`config.mk`:
```
export PLATFORM = sky130hd
export DESIGN_NAME = calc1_port_responder
export DESIGN_NICKNAME = d
export VERILOG_FILES = /design/src/rtl/calc1_pkg.sv /design/src/rtl/calc1_alu.sv /design/src/rtl/calc1_port_responder.sv
export SDC_FILE = /design/constraint.sdc
export NUM_CORES = 1
export LEC_CHECK = 0
export BUFFER_PORTS_ARGS = -buffer_cell sky130_fd_sc_hd__buf_4
export CAP_MARGIN = 20
export CELL_PAD_IN_SITES_DETAIL_PLACEMENT = 1
export CELL_PAD_IN_SITES_GLOBAL_PLACEMENT = 1
export CORE_ASPECT_RATIO = 1.25
export CORE_MARGIN = 2
export CORE_UTILIZATION = 40
export DETAILED_ROUTE_END_ITERATION = 16
export PLACE_DENSITY = 0.76
export REMOVE_ABC_BUFFERS = 1
export SYNTH_ARGS = -nofsm -noshare
export SYNTH_HDL_FRONTEND = slang
export SYNTH_SLANG_ARGS = --single-unit
```
`constraint.sdc`:
```
create_clock -name c_clk -period 4.4 [get_ports c_clk]
set_input_delay 0.88 -clock c_clk [delete_from_list [all_inputs] [get_ports c_clk]]
set_output_delay 0.88 -clock c_clk [all_outputs]
set_load 0.005 [all_outputs]
```
`src/rtl/calc1_pkg.sv`:
```
// Shared command/response encodings and FSM state type for the calc1 port responder.
package calc1_pkg;

    localparam logic [0:3] CMD_NOP = 4'd0;
    localparam logic [0:3] CMD_ADD = 4'd1;
    localparam logic [0:3] CMD_SUB = 4'd2;
    localparam logic [0:3] CMD_SHL = 4'd5;
    localparam logic [0:3] CMD_SHR = 4'd6;

    localparam logic [0:1] RESP_NONE = 2'd0;
    localparam logic [0:1] RESP_OK   = 2'd1;
    localparam logic [0:1] RESP_ERR  = 2'd2;

    typedef enum logic [1:0] {
        IDLE,
        OPND2,
        EXEC,
        RESP
    } state_t;

endpackage

```
`src/rtl/calc1_alu.sv`:
```
// Combinational calc1 datapath: add/sub/shift with all error rules.
module calc1_alu
    import calc1_pkg::*;
#(
    parameter int DW = 32
) (
    input  logic [0:3]    cmd,
    input  logic [0:DW-1] op1,
    input  logic [0:DW-1] op2,
    output logic [0:1]    resp,
    output logic [0:DW-1] data
);

    logic [0:DW] sum;
    logic [0:4]  amt;

    assign sum = {1'b0, op1} + {1'b0, op2};
    assign amt = op2[DW-5:DW-1];

    always_comb begin
        resp = RESP_ERR;
        data = '0;
        unique case (cmd)
            CMD_ADD: begin
                // carry out of the MSB is an overflow
                if (!sum[0]) begin
                    resp = RESP_OK;
                    data = sum[1:DW];
                end
            end
            CMD_SUB: begin
                if (op2 <= op1) begin
                    resp = RESP_OK;
                    data = op1 - op2;
                end
            end
            CMD_SHL: begin
                resp = RESP_OK;
                data = op1 << amt;
            end
            CMD_SHR: begin
                resp = RESP_OK;
                data = op1 >> amt;
            end
            default: begin
                resp = RESP_ERR;
                data = '0;
            end
        endcase
    end

endmodule

```
`src/rtl/calc1_port_responder.sv`:
```
// One calc1 request port: two-beat request capture, fixed latency, one response beat.
module calc1_port_responder
    import calc1_pkg::*;
#(
    parameter int DW      = 32,
    parameter int LATENCY = 3
) (
    input  logic          c_clk,
    input  logic          reset,
    input  logic [0:3]    req_cmd_in,
    input  logic [0:DW-1] req_data_in,
    output logic [0:1]    out_resp,
    output logic [0:DW-1] out_data,
    output logic          busy
);

    localparam logic [3:0] LAST = 4'(LATENCY - 1);

    state_t        state, state_n;
    logic [3:0]    cnt, cnt_n;
    logic [0:3]    cmd_q, cmd_n;
    logic [0:DW-1] op1, op1_n;
    logic [0:DW-1] op2, op2_n;
    logic [0:1]    resp_n;
    logic [0:DW-1] data_n;
    logic          busy_n;
    logic [0:1]    alu_resp;
    logic [0:DW-1] alu_data;

    calc1_alu #(.DW(DW)) u_alu (
        .cmd  (cmd_q),
        .op1  (op1),
        .op2  (op2),
        .resp (alu_resp),
        .data (alu_data)
    );

    always_ff @(posedge c_clk or negedge reset) begin
        if (!reset) begin
            state    <= IDLE;
            cnt      <= '0;
            cmd_q    <= CMD_NOP;
            op1      <= '0;
            op2      <= '0;
            out_resp <= RESP_NONE;
            out_data <= '0;
            busy     <= 1'b0;
        end else begin
            state    <= state_n;
            cnt      <= cnt_n;
            cmd_q    <= cmd_n;
            op1      <= op1_n;
            op2      <= op2_n;
            out_resp <= resp_n;
            out_data <= data_n;
            busy     <= busy_n;
        end
    end

    always_comb begin
        state_n = state;
        cnt_n   = cnt;
        cmd_n   = cmd_q;
        op1_n   = op1;
        op2_n   = op2;
        resp_n  = RESP_NONE;
        data_n  = '0;
        busy_n  = busy;
        unique case (state)
            IDLE: begin
                if (req_cmd_in != CMD_NOP) begin
                    state_n = OPND2;
                    cmd_n   = req_cmd_in;
                    op1_n   = req_data_in;
                    busy_n  = 1'b1;
                end
            end
            OPND2: begin
                op2_n   = req_data_in;
                cnt_n   = '0;
                state_n = EXEC;
            end
            EXEC: begin
                // the edge leaving EXEC loads the response beat
                if (cnt == LAST) begin
                    state_n = RESP;
                    resp_n  = alu_resp;
                    data_n  = alu_data;
                end else begin
                    cnt_n = cnt + 4'd1;
                end
            end
            RESP: begin
                state_n = IDLE;
                busy_n  = 1'b0;
                if (req_cmd_in != CMD_NOP) begin
                    state_n = OPND2;
                    cmd_n   = req_cmd_in;
                    op1_n   = req_data_in;
                    busy_n  = 1'b1;
                end
            end
            default: state_n = IDLE;
        endcase
    end

endmodule
```
==> impl_metrics.py, run 1 <==
metrics = {
    "logic_synthesis": {
        "synth_area_per_cell_um2": 7.734,
        "muxShareOfSynthArea_pct": 9.039,
        "ys_seq_elements": 109,
        "synth_edf_count": 0,
        "syn_area_mm2": 0.01053,
        "synth-simple-area-share_pct": 16.45,
        "netlist_top_cells_count": "151 x nor2_1, 148 x a21oi_1, 125 x o21ai_0",
        "synth_top_area_share_pct": 25.89,
        "syn_inst": 1362,
        "synth_top_area_cell": "dfrtp_1",
        "synth_compound_area_share_pct": 30.32,
        "yosys.area_share.adder_pct": 8.932,
        "synth_ff_type": "dfrtp_1",
        "ys_warn_count": 0,
        "synthTopCellsByArea": "dfrtp_1 26%, ha_1 8.6%, a21oi_1 7.0%",
        "ys_types": 75,
        "synth-xor-area-share_pct": 2.910,
        "synth_most_common_cell": "nor2_1",
        "seq_area_frac_synth_pct": 25.89,
        "synth_top_family_by_area": "compound AO/OA/AOI/OAI gates",
        "postSynth.asyncResetShare_pct": 100.0,
    },
    "clock_network": {
        "clock_sinks": 109,
        "clock_latency_ns": 0.39,
        "cts_resized": 3,
        "cts_made_buffers": 9,
        "cts_hold_buf": 0,
        "clock_path_buffers": 2,
        "cts_tree": "yes",
        "h-tree-depth": 3,
        "clk_pin_slew_ns": 0.09,
        "cts_setup_buffers": 0,
        "root_buffer": "clkbuf_16",
    },
    "critical_path": {
        "cp_slowest_stage_delay_ns": 0.77,
        "crit_path_frequent_cell": "nand3_1",
        "cp-end-kind": "register",
        "path_max_fanout": 13,
        "crit_chain": "ha_1 -> nand3_1 -> nor2_1 -> nand3_1 -> a2111oi_2 -> o31ai_2 -> a2111o_2 -> nor3_1 -> a211o_1 -> nand2_1 -> a21oi_1",
        "critical-path-top-delay-family": "compound AO/OA/AOI/OAI gates",
        "timing.rr.start": "op1[13]",
        "crit_arrival_ns": 4.60,
        "crit_slowest_cell": "a2111o_2",
        "crit_buf_inv": 0,
        "cp.required_ns": 4.72,
        "path_class": "reg -> reg",
        "crit_start": "op1[13]",
        "start_kind": "register",
    },
    "timing": {
        "rsz0062_at_grt": "no",
        "fmax_ghz": 0.2336,
        "setup-violations-final": 0,
        "worstMarginPinSlew_ns": 0.9824,
        "period_needed_ns": 4.281,
        "finClkSkew_ns": 0.01494,
        "final_min_period_over_clock_period_pct": 97.30,
        "slew_viol_final": 0,
        "hold_viol_final": 0,
        "worst_slack_ns": 0.1187,
        "tns_ns": 0,
        "slew_headroom_pct": 33.90,
        "whs_ns": 0.4803,
    },
    "floorplan": {
        "die_h_um": 185.4,
        "die_area_mm2": 0.02766,
        "initial_core_util_pct": 40.62,
        "placementRows": 66,
        "pin_count": 73,
        "coreArea_mm2": 0.02593,
        "die_w_um": 149.1,
    },
    "final_layout": {
        "area_delta_synth_final_pct": 10.96,
        "fin_nets": 1489,
        "layout-drive-gt1-share_pct": 12.95,
        "diodes": 0,
        "final_util_pct": 45.08,
    },
    "grt": {
        "grt_max_degree": 83,
        "grt_usage_pct": 30.17,
        "grt_pass1_wl_um": 63570,
        "first_global_vias": 11070,
        "antenna_found_initial": 0,
        "grt_overflow": 0,
    },
    "drt": {
        "vias": 10670,
        "wl_per_cell_um": 23.81,
        "ant_nets": 0,
        "routed_wirelength_um": 41000,
        "drc_errors": 0,
        "viasPerCell": 6.196,
        "dr.pass1.iters": 7,
        "dr.first_iter.drc_count": 738,
    },
    "placement": {
        "dp_hpwl_um": 31280,
        "dp_slack_ns": -0.3627,
        "io_buffer_count": 72,
        "place_congestion": 1.012,
    },
    "job": {
        "drv_cap": 0,
    },
    "worst_hold_path": {
        "hold_start": "cnt[3]",
        "min_path_type": "reg -> reg",
    },
    "outcome": {
        "status": "finished, final reports clean",
    },
}
[through the flow]
| stage | instance area (um^2) | cells |
|---|---|---|
| 2_1_floorplan | 10140 | 1269 |
| 3_3_place_gp | 11340 | 1706 |
| 3_5_place_dp | 11340 | 1706 |
| 4_1_cts | 11690 | 1722 |
| 5_1_grt | 11690 | 1722 |
| 6_report | 11690 | 1722 |
[placed cells by master, fill, tap and decap left out, types with 7 or more instances in the layout]
master	netlist	layout
nor2_1	151	150
a21oi_1	148	148
o21ai_0	125	125
dfrtp_1	109	106
nand2_1	105	105
buf_4	4	96
inv_1	74	73
ha_1	72	71
mux2i_1	49	49
mux2_2	33	33
o22ai_1	31	31
xnor2_1	31	31
a211oi_1	30	30
nor3_1	25	25
nand2b_1	24	24
nand3_1	23	23
a21o_1	21	21
nor2b_1	16	16
o21a_1	14	14
o211ai_1	13	13
o21bai_1	12	12
o31ai_1	13	12
o221ai_1	10	10
nand4_1	9	9
a221o_1	9	9
clkbuf_16	0	9
or3_1	7	7
and3_1	7	7
a22oi_1	7	7
a31oi_1	7	7
[worst paths after layout]
path	cells after the start	endpoint	slack, ns
worst max-delay path	11	out_data[12]	0.12
worst min-delay path	1	cnt[3]	0.48
worst max register to register	11	out_data[12]	0.12
worst min register to register	1	cnt[3]	0.48
max in group asynchronous	2	op2[30]	3.07
min in group asynchronous	1	op1[9]	0.51
[flip-flops by register name, indices dropped and copies added, names as in the netlist]
register and cells:
op1 32, op2 32, out_data 32, cmd_q 4
cnt 4, out_resp 2, state 2, busy 1
[routing by layer]
| layer | vias up | part of all wire (%) | global-route usage (%) |
|---|---|---|---|
| li1 | 4951 | - | - |
| met1 | 5322 | 41 | 36.24 |
| met2 | 290 | 49 | 52.11 |
| met3 | 106 | 4.3 | 3.177 |
| met4 | 0 | 5.8 | 17.64 |
| met5 | - | 0 | 0 |
[final cells by class]
| class | count | area [um^2] |
|---|---|---|
| clock inverter | 6 | 111.4 |
| inverter | 77 | 289.0 |
| tap | 340 | 425.4 |
| timing repair buffer | 97 | 740.7 |
| clock buffer | 10 | 229.0 |
| sequential | 109 | 2731 |
| fill | 3227 | 14240 |
| multi-input combinational | 1083 | 7162 |
[cell families after synthesis]
| kind of cell | after synthesis |
|---|---|
| xor gates and xnor gates | 35 |
| muxes | 86 |
| and+or+nand+nor | 385 |
| adders and majority gates | 74 |
| AOI/OAI and AO/OA | 503 |
| DFF | 109 |
| buffers and inverters | 170 |
Power of run 1 is left out: the tool's default activity adds up to more than one toggle a clock period on the data nets, which glitch-free logic cannot reach.
==> run 2, diff against run 1 <==
--- a/config.mk
+++ b/config.mk
@@ -5,6 +5,7 @@
 export SDC_FILE = /design/constraint.sdc
 export NUM_CORES = 1
 export LEC_CHECK = 0
+export ABC_AREA = 1
 export BUFFER_PORTS_ARGS = -buffer_cell sky130_fd_sc_hd__buf_4
 export CAP_MARGIN = 20
 export CELL_PAD_IN_SITES_DETAIL_PLACEMENT = 1
@@ -12,8 +13,9 @@
 export CORE_ASPECT_RATIO = 1.25
 export CORE_MARGIN = 2
 export CORE_UTILIZATION = 40
+export CTS_BUF_LIST = sky130_fd_sc_hd__clkbuf_2 sky130_fd_sc_hd__clkbuf_4 sky130_fd_sc_hd__clkbuf_8
 export DETAILED_ROUTE_END_ITERATION = 16
-export PLACE_DENSITY = 0.76
+export PLACE_DENSITY = 0.81
 export REMOVE_ABC_BUFFERS = 1
 export SYNTH_ARGS = -nofsm -noshare
 export SYNTH_HDL_FRONTEND = slang
==> constraint.sdc (replaced) <==
create_clock -name c_clk -period 3.78 [get_ports c_clk]
set_input_delay 0.756 -clock c_clk [delete_from_list [all_inputs] [get_ports c_clk]]
set_output_delay 0.756 -clock c_clk [all_outputs]
set_load 0.005 [all_outputs]
==> run 2 against run 1 <==
Against the previous run: via count up 38%; sequential cell count unchanged; die area up 21%; utilization down 1.3 points; synthesized cell count up 66%; sequential share of layout area down 3.7 points; area after synthesis up 22%; non-clock buffer count unchanged; setup slack better by 0.72 ns; highest routed layer unchanged.
==> impl_metrics.py, run 2 <==
metrics = {
    "outcome": {
        "status": "finished, final reports clean",
    },
    "logic_synthesis": {
        "synth_compound_area_share_pct": 9.512,
        "synth_ff_type": "dfrtp_1",
        "synth_area_per_cell_um2": 5.657,
        "synth-xor-area-share_pct": 1.436,
        "seq_area_frac_synth_pct": 21.29,
        "synth_most_common_cell": "nand2_1",
        "ys_types": 43,
        "syn_area_mm2": 0.01281,
        "synth-simple-area-share_pct": 44.82,
        "yosys.area_share.adder_pct": 7.344,
        "synth_top_family_by_area": "simple AND/OR/NAND/NOR gates",
        "postSynth.asyncResetShare_pct": 100.0,
        "synthTopCellsByArea": "nand2_1 23%, dfrtp_1 21%, nand3_1 11%",
        "synth_top_area_share_pct": 23.47,
        "syn_inst": 2265,
        "synth_top_area_cell": "nand2_1",
        "ys_warn_count": 0,
        "netlist_top_cells_count": "801 x nand2_1, 333 x inv_1, 278 x nand3_1",
        "muxShareOfSynthArea_pct": 2.080,
        "synth_edf_count": 0,
        "ys_seq_elements": 109,
    },
    "critical_path": {
        "crit_slowest_cell": "fa_1",
        "ff2ff_path_depth": 14,
        "endpoint": "out_data[27]",
        "cp_slowest_stage_delay_ns": 0.45,
        "critical-path-top-delay-family": "simple AND/OR/NAND/NOR gates",
        "start_kind": "register",
        "worst-path-stages": 14,
        "crit_chain": "inv_1 -> ha_1 -> fa_1 -> nor2_1 -> o21ai_1 -> nand2_1 -> nand2_1 -> nand3_1 -> nand2_2 -> a21oi_4 -> nand2_1 -> nand3_1 -> nand2_1 -> inv_1",
        "rrSetupSlack_ns": 0.84,
        "crit_path_frequent_cell": "nand2_1",
        "timing.rr.start": "op1[31]",
        "crit_start": "op1[31]",
        "path_class": "reg -> reg",
        "crit_arrival_ns": 3.31,
        "crit_buf_inv": 2,
        "r2r-end": "out_data[27]",
        "cp.required_ns": 4.16,
        "path_max_fanout": 10,
        "cp-end-kind": "register",
    },
    "drt": {
        "ant_nets": 0,
        "vias": 14700,
        "routed_wirelength_um": 56290,
        "dr.first_iter.drc_count": 998,
        "dr.pass1.iters": 6,
        "wl_per_cell_um": 20.87,
        "viasPerCell": 5.452,
        "drc_errors": 0,
    },
    "clock_network": {
        "cts_made_buffers": 9,
        "clock_sinks": 109,
        "cts_setup_buffers": 0,
        "root_buffer": "clkbuf_8",
        "cts_tree": "yes",
        "h-tree-depth": 3,
        "clock_latency_ns": 0.45,
        "cts_resized": 0,
        "cts_hold_buf": 0,
        "clock_path_buffers": 2,
        "clk_pin_slew_ns": 0.13,
    },
    "placement": {
        "io_buffer_count": 72,
        "place_congestion": 0.9865,
        "dpl_cell_area_mm2": 0.01365,
        "numPlacedInstances": 2681,
        "dp_hpwl_um": 46020,
    },
    "final_layout": {
        "fin_cells": 2697,
        "final_cell_area_mm2": 0.01388,
        "final_cell_mix": "800 x nand2_1, 331 x inv_1, 278 x nand3_1",
        "diodes": 0,
        "fin_nets": 2392,
        "area_delta_synth_final_pct": 8.340,
        "largestRegisters": "op1: 32 flops, op2: 32 flops, out_data: 32 flops",
        "layout-drive-gt1-share_pct": 7.396,
        "final_common_cell": "nand2_1",
    },
    "timing": {
        "slew_headroom_pct": 44.15,
        "setup-violations-final": 0,
        "finClkSkew_ns": 0.02143,
        "fmax_ghz": 0.3405,
        "slew_viol_final": 0,
        "worstMarginPinSlew_ns": 0.8377,
        "final_min_period_over_clock_period_pct": 77.69,
        "hold_viol_final": 0,
        "period_needed_ns": 2.937,
        "rsz0062_at_grt": "no",
    },
    "floorplan": {
        "initial_core_util_pct": 40.42,
        "pin_count": 73,
        "die_area_mm2": 0.03349,
        "die_w_um": 164.1,
        "coreArea_mm2": 0.03169,
        "placementRows": 73,
        "die_h_um": 204.1,
    },
    "grt": {
        "first_global_vias": 15360,
        "grt_max_degree": 77,
        "antenna_found_initial": 0,
        "grt_overflow": 0,
        "grt_pass1_wl_um": 86570,
        "grt_usage_pct": 34.25,
    },
    "worst_hold_path": {
        "min_path_type": "in -> async",
    },
    "job": {
        "drv_cap": 0,
    },
}
[run 2: cell types whose count changed after synthesis, moves of 40 or more]
cell	previous run	this run
a21oi_1	148	89
clkbuf_1	68	28
inv_1	74	333
mux2i_1	49	3
nand2_1	105	801
nand3_1	23	278
nor2_1	151	225
o21ai_0	125	80
[run 2: cells by family (layout without fill, tap and decap cells)]
| logic type | Yosys count | in the layout |
|---|---|---|
| flip-flops | 109 | 109 |
| buffers and inverters | 434 | 454 |
| multiplexers | 24 | 24 |
| adder cells (fa/ha/maj) | 74 | 74 |
| XOR/XNOR | 21 | 21 |
| AND/OR/NAND/NOR | 1384 | 1384 |
| AO/OA/AOI/OAI | 219 | 219 |
[run 2: per-layer routing]
metal / GRT usage, % / share of wire [%] / vias up
li1: - / - / 7101
met1: 41.75 / 42 / 7199
met2: 60.98 / 50 / 295
met3: 2.293 / 2.8 / 109
met4: 15.91 / 5.0 / 0
met5: 0 / 0 / -
[run 2: final cells by class]
| class | count | area [um^2] |
|---|---|---|
| multi-input cells | 1722 | 8361 |
| inverters | 341 | 1280 |
| clock inverters | 7 | 105.1 |
| clock buffers | 9 | 123.9 |
| repair buffers | 97 | 765.7 |
| fillers | 4555 | 17810 |
| well taps | 412 | 515.5 |
| flip-flops and latches | 109 | 2730 |
[run 2: worst register-to-register path, cell delays in order (launching register included)]
cell and delay [ns]:
dfrtp_1 0.44, inv_1 0.14, ha_1 0.27, fa_1 0.45, nor2_1 0.18, o21ai_1 0.09
nand2_1 0.12, nand2_1 0.12, nand3_1 0.15, nand2_2 0.11, a21oi_4 0.45, nand2_1 0.11
nand3_1 0.10, nand2_1 0.06, inv_1 0.07
[run 2: stage by stage]
| step | hold WS, ns | worst slack [ns] | utilization, % | TNS [ns] |
|---|---|---|---|---|
| 4_1_cts | 0.3774 | 0.8505 | 43.80 | 0 |
| 2_1_floorplan | 0.4419 | -0.5207 | - | -16.51 |
| 3_3_place_gp | 0.4605 | 0.9083 | 43.07 | 0 |
| 3_5_place_dp | 0.4767 | 0.9137 | 43.07 | 0 |
| 6_report | 0.3502 | 0.8434 | 43.80 | 0 |
| 5_1_grt | 0.4052 | 0.6316 | 43.80 | 0 |
[run 2: how the worst min path moves through the flow]
stage / cells past startpoint / end / slack, ns
after floorplan: 2 / cmd_q[2] / 0.44
after global placement: 2 / cmd_q[2] / 0.46
after detailed placement: 2 / cmd_q[2] / 0.48
after CTS: 1 / op1[29] / 0.38
after global routing: 1 / op1[31] / 0.41
final: 1 / op1[28] / 0.35
Power of run 2 is left out for the same reason.
==> run 3, diff against run 2 <==
--- a/config.mk
+++ b/config.mk
@@ -15,7 +15,7 @@
 export CORE_UTILIZATION = 40
 export CTS_BUF_LIST = sky130_fd_sc_hd__clkbuf_2 sky130_fd_sc_hd__clkbuf_4 sky130_fd_sc_hd__clkbuf_8
 export DETAILED_ROUTE_END_ITERATION = 16
-export PLACE_DENSITY = 0.81
+export PLACE_DENSITY = 0.78
 export REMOVE_ABC_BUFFERS = 1
 export SYNTH_ARGS = -nofsm -noshare
 export SYNTH_HDL_FRONTEND = slang
==> constraint.sdc (replaced) <==
create_clock -name c_clk -period 2.8 [get_ports c_clk]
set_input_delay 0.56 -clock c_clk [delete_from_list [all_inputs] [get_ports c_clk]]
set_output_delay 0.56 -clock c_clk [all_outputs]
set_load 0.005 [all_outputs]
==> run 3 against run 2 <==
Against the previous run: critical path depth grew 2; register-to-register slack worse by 0.70 ns; final area rose by 4.8%; die area did not move; non-clock buffer count grew 74; global-route usage increased by 1.1 points; largest cell class unchanged.
==> impl_metrics.py, run 3 (synthesis gave the netlist of run 2 again) <==
metrics = {
    "drt": {
        "vias": 15230,
        "dr.first_iter.drc_count": 1143,
        "ant_nets": 0,
        "wl_per_cell_um": 21.09,
        "routed_wirelength_um": 58430,
        "dr.pass1.iters": 5,
        "drc_errors": 0,
        "viasPerCell": 5.495,
    },
    "grt": {
        "grt_overflow": 0,
        "grt_max_degree": 77,
        "antenna_found_initial": 2,
        "first_global_vias": 15820,
        "grt_pass1_wl_um": 88970,
        "grt_usage_pct": 35.30,
    },
    "timing": {
        "tns_ns": 0,
        "worst_slack_ns": 0.1384,
        "fmax_ghz": 0.3757,
        "slew_headroom_pct": 43.16,
        "rsz0062_at_grt": "no",
        "setup-violations-final": 0,
        "hold_viol_final": 0,
        "slew_viol_final": 0,
        "worstMarginPinSlew_ns": 0.8525,
        "final_min_period_over_clock_period_pct": 95.06,
        "finClkSkew_ns": 0.02488,
        "period_needed_ns": 2.662,
    },
    "critical_path": {
        "path_max_fanout": 6,
        "ff2ff_path_depth": 16,
        "path_class": "reg -> reg",
        "crit_arrival_ns": 3.02,
        "start_kind": "register",
        "cp-end-kind": "register",
        "cp.required_ns": 3.16,
    },
    "clock_network": {
        "clock_path_buffers": 2,
        "clk_pin_slew_ns": 0.14,
        "cts_made_buffers": 9,
        "clock_latency_ns": 0.45,
        "h-tree-depth": 3,
        "cts_tree": "yes",
        "clock_sinks": 109,
        "root_buffer": "clkbuf_8",
    },
    "floorplan": {
        "die_h_um": 204.1,
        "initial_core_util_pct": 40.42,
        "die_w_um": 164.1,
        "placementRows": 73,
        "pin_count": 73,
        "coreArea_mm2": 0.03169,
        "die_area_mm2": 0.03349,
    },
    "placement": {
        "dp_slack_ns": 0.06922,
        "place_congestion": 0.9583,
        "dp_hpwl_um": 47300,
        "dpl_cell_area_mm2": 0.01425,
        "numPlacedInstances": 2752,
        "io_buffer_count": 72,
    },
    "worst_hold_path": {
        "min_path_type": "in -> reg",
        "whs_path_depth": 3,
    },
    "final_layout": {
        "diodes": 0,
        "fin_cells": 2771,
        "final_cell_area_mm2": 0.01454,
        "layout-drive-gt1-share_pct": 11.02,
        "final_cell_mix": "797 x nand2_1, 331 x inv_1, 278 x nand3_1",
        "area_delta_synth_final_pct": 13.51,
        "final_common_cell": "nand2_1",
        "fin_nets": 2466,
        "largestRegisters": "op1: 32 flops, op2: 32 flops, out_data: 32 flops",
    },
    "outcome": {
        "status": "finished, final reports clean",
    },
    "job": {
        "drv_cap": 0,
    },
}
-- run 3: worst max-delay path, stage by stage, from the launching register on --
cell and delay (ns):
dfrtp_1 0.41, inv_1 0.20, ha_2 0.39, nand2_1 0.08, nand2_1 0.10, a21oi_1 0.25
nand2_1 0.21, nand2_1 0.13, nand2_1 0.22, nand2_1 0.15, nand2_1 0.06, nand2_1 0.06
nand2_1 0.06, nand2_1 0.06, nand3_1 0.08, nand2_1 0.06, inv_1 0.04
-- run 3: final timing paths --
path | startpoint | end | slack [ns]
setup reg to reg | op2[27] | out_data[4] | 0.14
hold reg to reg | cmd_q[2] | cmd_q[2] | 0.50
setup / recovery | op2[27] | out_data[4] | 0.14
min in group asynchronous | reset | op2[22] | 0.43
max in group asynchronous | reset | op2[29] | 1.59
hold / removal | req_data_in[29] | op2[29] | 0.32
-- run 3: final cells by class --
cell class,count,area (um^2)
timing repair buffer,171,1390
multi-input combinational,1722,8409
fill,4567,17150
tap,412,515.5
clock buffer,10,137.6
sequential,109,2731
clock inverter,6,78.83
inverter,341,1280
-- run 3: metrics by stage --
step | utilization (%) | hold WS [ns]
final | 45.88 | 0.3173
after global routing | 45.88 | 0.3123
after floorplan | - | 0.2644
after CTS | 45.68 | 0.3052
after detailed placement | 44.96 | 0.3573
after global placement | 44.96 | 0.3567
-- run 3: repair_timing --
| item | in CTS | in global routing |
|---|---|---|
| hold endpoints to repair | 1 | 0 |
| setup buffers | 0 | 2 |
| hold buffers | 1 | 0 |
| gates resized for setup | 0 | 18 |
| setup endpoints to repair | 0 | 32 |
-- run 3: metal layers --
metal,global-route usage [%],up-vias,routed length [um]
met5,0,-,13
met4,17.17,2,3098
met2,62.36,373,28950
met1,42.61,7465,24310
li1,-,7245,-
met3,3.247,143,2061
Power of run 3 is left out for the same reason.
